===== src/rtl/csa_pkg.sv =====
// ============================================================================
// Package     : csa_pkg
// Description : State encoding and sizing helper shared by the csa_resolve slice.
// Revision    : 1.0 - initial release
// ============================================================================
`default_nettype none

package csa_pkg;

  localparam logic [1:0] CSA_IDLE = 2'd0;
  localparam logic [1:0] CSA_BUSY = 2'd1;
  localparam logic [1:0] CSA_DONE = 2'd2;

  // Ceiling log2; returns 0 for value <= 1.
  function automatic int clog2(input int value);
    int r;
    int v;
    r = 0;
    v = value - 1;
    while (v > 0) begin
      r = r + 1;
      v = v >> 1;
    end
    return r;
  endfunction

endpackage : csa_pkg

`default_nettype wire


===== src/rtl/csa_seg_add.sv =====
// ============================================================================
// Module      : csa_seg_add
// Description : Combinational SEGW-bit adder with carry in and carry out.
// Revision    : 1.0 - initial release
// ============================================================================
`default_nettype none

module csa_seg_add #(
  parameter int SEGW = 4
) (
  input  logic [SEGW-1:0] a_i,
  input  logic [SEGW-1:0] b_i,
  input  logic            c_i,
  output logic [SEGW-1:0] sum_o,
  output logic            c_o
);

  assign {c_o, sum_o} = {1'b0, a_i} + {1'b0, b_i} + {{SEGW{1'b0}}, c_i};

endmodule : csa_seg_add

`default_nettype wire


===== src/rtl/csa_resolve.sv =====
// ============================================================================
// Module      : csa_resolve
// Description : Multi-cycle carry-propagate stage resolving a 4:2 compressor's
//               redundant (s, c, cout) output into a binary sum, SEGW bits/cycle.
// Revision    : 1.0 - initial release
// ============================================================================
`default_nettype none

module csa_resolve
  import csa_pkg::*;
#(
  parameter int DW   = 8,
  parameter int SEGW = 4
) (
  input  logic          clk,
  input  logic          nreset,
  input  logic          in_valid,
  output logic          in_ready,
  input  logic [DW-1:0] in_s,
  input  logic [DW-1:0] in_c,
  input  logic          in_cout,
  output logic          out_valid,
  input  logic          out_ready,
  output logic [DW+1:0] out_sum
);

  localparam int NSEG = DW / SEGW;
  localparam int IDXW = (clog2(NSEG) < 1) ? 1 : clog2(NSEG);
  localparam logic [IDXW-1:0] IDX_LAST = IDXW'(NSEG - 1);

  if (DW % SEGW != 0) begin : g_width_chk
    $error("csa_resolve: DW must be a multiple of SEGW");
  end

  logic [1:0]      state_q;
  logic [DW-1:0]   a_q;
  logic [DW-1:0]   b_q;
  logic [1:0]      hi_q;
  logic            carry_q;
  logic [IDXW-1:0] idx_q;
  logic [IDXW-1:0] idx_d;
  logic [DW+1:0]   sum_q;
  logic            out_valid_q;

  logic [31:0]     w_base;
  logic [SEGW-1:0] w_seg_sum;
  logic            w_seg_cout;
  logic [1:0]      w_hi_sum;

  assign w_base = 32'(idx_q) * 32'(SEGW);
  assign idx_d  = (idx_q == IDX_LAST) ? '0 : idx_q + 1'b1;

  csa_seg_add #(
    .SEGW (SEGW)
  ) u_seg_add (
    .a_i   (a_q[w_base +: SEGW]),
    .b_i   (b_q[w_base +: SEGW]),
    .c_i   (carry_q),
    .sum_o (w_seg_sum),
    .c_o   (w_seg_cout)
  );

  // Top two result bits: c[DW-1] and cout share weight 2^DW, plus the final segment carry.
  assign w_hi_sum = 2'(hi_q[1]) + 2'(hi_q[0]) + 2'(w_seg_cout);

  always_ff @(posedge clk or negedge nreset) begin
    if (!nreset) begin
      state_q     <= CSA_IDLE;
      a_q         <= '0;
      b_q         <= '0;
      hi_q        <= '0;
      carry_q     <= 1'b0;
      idx_q       <= '0;
      sum_q       <= '0;
      out_valid_q <= 1'b0;
    end else begin
      case (state_q)
        CSA_IDLE: begin
          if (in_valid) begin
            a_q     <= in_s;
            b_q     <= {in_c[DW-2:0], 1'b0};
            hi_q    <= {in_c[DW-1], in_cout};
            carry_q <= 1'b0;
            idx_q   <= '0;
            state_q <= CSA_BUSY;
          end
        end
        CSA_BUSY: begin
          sum_q[w_base +: SEGW] <= w_seg_sum;
          carry_q               <= w_seg_cout;
          idx_q                 <= idx_d;
          if (idx_q == IDX_LAST) begin
            sum_q[DW+1:DW] <= w_hi_sum;
            out_valid_q    <= 1'b1;
            state_q        <= CSA_DONE;
          end
        end
        CSA_DONE: begin
          if (out_ready) begin
            out_valid_q <= 1'b0;
            state_q     <= CSA_IDLE;
          end
        end
        default: begin
          out_valid_q <= 1'b0;
          state_q     <= CSA_IDLE;
        end
      endcase
    end
  end

  assign in_ready  = (state_q == CSA_IDLE);
  assign out_valid = out_valid_q;
  assign out_sum   = sum_q;

endmodule : csa_resolve

`default_nettype wire

===== config.mk =====
export PLATFORM = sky130hd
export DESIGN_NAME = csa_resolve
export DESIGN_NICKNAME = d
export VERILOG_FILES = /design/src/rtl/csa_pkg.sv /design/src/rtl/csa_seg_add.sv /design/src/rtl/csa_resolve.sv
export SDC_FILE = /design/constraint.sdc
export NUM_CORES = 1
export LEC_CHECK = 0
export CORE_ASPECT_RATIO = 0.75
export CORE_MARGIN = 1.5
export CORE_UTILIZATION = 47
export CTS_BUF_LIST = sky130_fd_sc_hd__clkbuf_16
export DETAILED_ROUTE_END_ITERATION = 10
export GPL_TIMING_DRIVEN = 0
export PLACE_DENSITY = 0.83
export SYNTH_ARGS = -nofsm -noshare
export SYNTH_HDL_FRONTEND = slang
export SYNTH_SLANG_ARGS = --single-unit

===== constraint.sdc =====
create_clock -name clk -period 2.9 [get_ports clk]
set_input_delay 0.58 -clock clk [delete_from_list [all_inputs] [get_ports clk]]
set_output_delay 0.58 -clock clk [all_outputs]
set_load 0.05 [all_outputs]

==> results.yml <==
status:
  status: "completed"
worst_setup_path:
  startpoint: "idx_q"
  worstPathRequired_ns: 3.10
  path_cells: "buf_4, mux2i_2, fa_1, inv_1, fa_1, a21o_1, a21oi_2, fa_1, o21ai_0"
  start_kind: "flip-flop"
  path_class: "reg -> reg"
  crit_path_max_fanout: 10
  reg2reg_depth: 9
  worstPathArrival_ns: 2.93
  crit_path_end_kind: "flip-flop"
  critPathSlowestCell: "fa_1"
  reg2reg_from: "idx_q"
  crit_top_cell: "fa_1"
  slowest_delay_ns: 0.44
timing:
  worst_pin_slew_ns: 0.718
  period_minus_slack_ns: 2.74
  timing.fmax_ghz: 0.366
  slew_viol_final: 0
  fin_ws_ns: 0.164
  tns_ns: 0
  max-slew-margin-rel_pct: 52.1
  clock_skew_ns: 0.00591
  hold_slack_ns: 0.357
  hold_viol: 0
  setup_viol: 0
  rsz0062_at_grt: "false"
  finalCritPeriodShare_pct: 94.3
placed_design:
  gp_congestion: 0.761
  post-place-ws_ns: 0.0868
  io_buffers: 32
  place.detailed.hpwl_um: 2210
  dpl_cell_area_sq_mm: 0.00192
clock_tree:
  cts_made_buffers: 5
  cts_max_level: 2
  clock_sinks: 32
  cts_root_buf: "clkbuf_16"
  worstSkewPairLatency_ns: 0.28
  cts_tree: "yes"
  cts_hold_buffers: 0
  clkTransAtPathRegs_ns: 0.05
  cts_buffer_depth: 2
yosys:
  ys_top_cells_by_area: "dfrtp_1 52%, mux2_2 10%, mux2_4 9.7%"
  syn_nets: 151
  ys_seq_area_share_pct: 51.7
  synth_top_cell_by_area: "dfrtp_1"
  synth_top_area_share_pct: 51.7
  ys_types: 28
  syn_area_per_cell_sq_um: 12.5
  synth-warning-count: 0
  synthCells: 124
  netlist_area_sq_mm: 0.00155
  ys_ff_latch: 32
worst_hold_path:
  hp-class: "in -> async"
detailed_routing:
  wl_per_cell_um: 15.6
  drc: 0
  drt_iter0_drc: 50
  dr.pass1.iters: 4
  routed_wirelength_um: 3150
  antenna_left: 0
  via_count: 1049
  vias_per_cell: 5.19
global_route:
  use_met2_pct: 33.8
  grt_pass1_wl_um: 5270
  grt_max_degree: 33
  grt_antenna_before_repair: 0
  grt_use_met1_pct: 23.1
  grt_pass1_vias: 1098
  busiest_layer: "met2"
  grt_overflow: 0
  gr-usage-all-layers_pct: 19.7
  grt_use_met3_pct: 6.54
layout:
  fill_cells: 228
  final_area_sq_mm: 0.00208
  drive_gt1_share_pct: 25.0
  area_delta_synth_final_pct: 34.6
  antennaDiodeCount: 0
  fin_nets: 190
die:
  fp.dieArea_sq_mm: 0.00365
  num_rows: 17
  fp.dieH_um: 52.7
  ios: 33
  initial_core_util_pct: 50.9
  core_sq_mm: 0.00304
  die_w_um: 69.3
power_and_ir_drop:
  p_leak_nw: 0.939
  power-per-cell-area_mw_per_mm2: 1420
  finalPower_mw: 2.97
  peakVddDrop_v: 0.000641
flow_run:
  maxCapViolCount: 0
## routing by layer
metal,vias up,wire [um]
li1,497,-
met1,500,1400
met5,-,0
met3,10,160
met2,42,1510
met4,0,82
## logic make-up after synthesis
family                   synth area share, %
AO/OA/AOI/OAI                           6.22
XOR/XNOR                               0.566
adder cells (fa/ha/maj)                 6.30
buffers and inverters                   4.85
flip-flops                              51.7
multiplexers                            21.2
AND/OR/NAND/NOR                         9.21
## metrics by stage
stage,instances,utilization [%]
after global placement,194,63.0
after detailed placement,194,63.0
after CTS,202,68.4
final,202,68.5
after global routing,202,68.5
after floorplan,124,-
## report_power, final
part           total [mW]  internal [mW]  switching (mW)
registers           0.803          0.674           0.130
clock network       0.585          0.399           0.186
logic                1.58          0.714           0.867
## area by class of cell
class | count | area (sq um) | area share (%)
inverter | 6 | 22.5 | 1.08
tap | 38 | 47.5 | 2.28
clock inverter | 3 | 37.5 | 1.80
sequential | 32 | 801 | 38.4
clock buffer | 5 | 125 | 6.00
timing repair buffer | 32 | 315 | 15.1
buffer | 7 | 55.1 | 2.64
multi-input combinational | 79 | 681 | 32.7
## Yosys cell counts
| cell | instances |
|---|---|
| nand3b_1 | 2 |
| nor3b_1 | 1 |
| buf_6 | 2 |
| ha_1 | 3 |
| dfrtp_1 | 32 |
| nand4_1 | 1 |
| a221o_1 | 1 |
| a21oi_1 | 3 |
| and2_1 | 2 |
| a211oi_1 | 1 |
| fa_1 | 3 |
| nor2_2 | 1 |
| inv_1 | 6 |
| or3b_1 | 1 |
| a21o_1 | 1 |
| a211o_1 | 1 |
| nand2_1 | 17 |
| xnor2_1 | 1 |
| buf_2 | 3 |
| mux2_4 | 10 |
| o21bai_1 | 1 |
| nand2b_1 | 1 |
| nand3_1 | 1 |
| nor2_1 | 3 |
| o21ai_0 | 8 |
| mux2i_1 | 2 |
| mux2_2 | 14 |
| buf_4 | 2 |
## worst max-delay path: cells and delay by family, from the launching register on
kind	cells	cell delay [ns]
muxes	1	0.26
AOI/OAI and AO/OA	3	0.59
adders and majority gates	3	1.08
buffers and inverters	2	0.28
DFF	1	0.43
## final timing paths
path	endpoint	slack (ns)
worst max-delay path	out_sum[8]	0.16
worst min-delay path	out_sum[6]	0.36
worst max register to register	out_sum[8]	0.16
worst min register to register	out_sum[1]	0.47
max in group asynchronous	b_q[7]	2.08
min in group clk	out_sum[1]	0.47
## placed cells by master, fill, tap and decap left out, types with 5 or more instances in the layout
cell             count
nand2_1             17
o21ai_0              8
dfrtp_1             32
clkbuf_16            5
inv_1                6
mux2_4              10
mux2_2              14
clkdlybuf4s50_1     31
## state kept, by name (all words and copies together), names as in the netlist
signal	count
a_q	8
hi_q	2
out_valid	1
state_q	2
b_q	7
carry_q	1
idx_q	1
out_sum	10
## repair_timing
action,CTS,global route
setup endpoints to repair,1,1
setup buffers,0,0
pin swaps,0,0
resized for setup,1,2
Note: power is estimated with default switching activity, not from simulation.
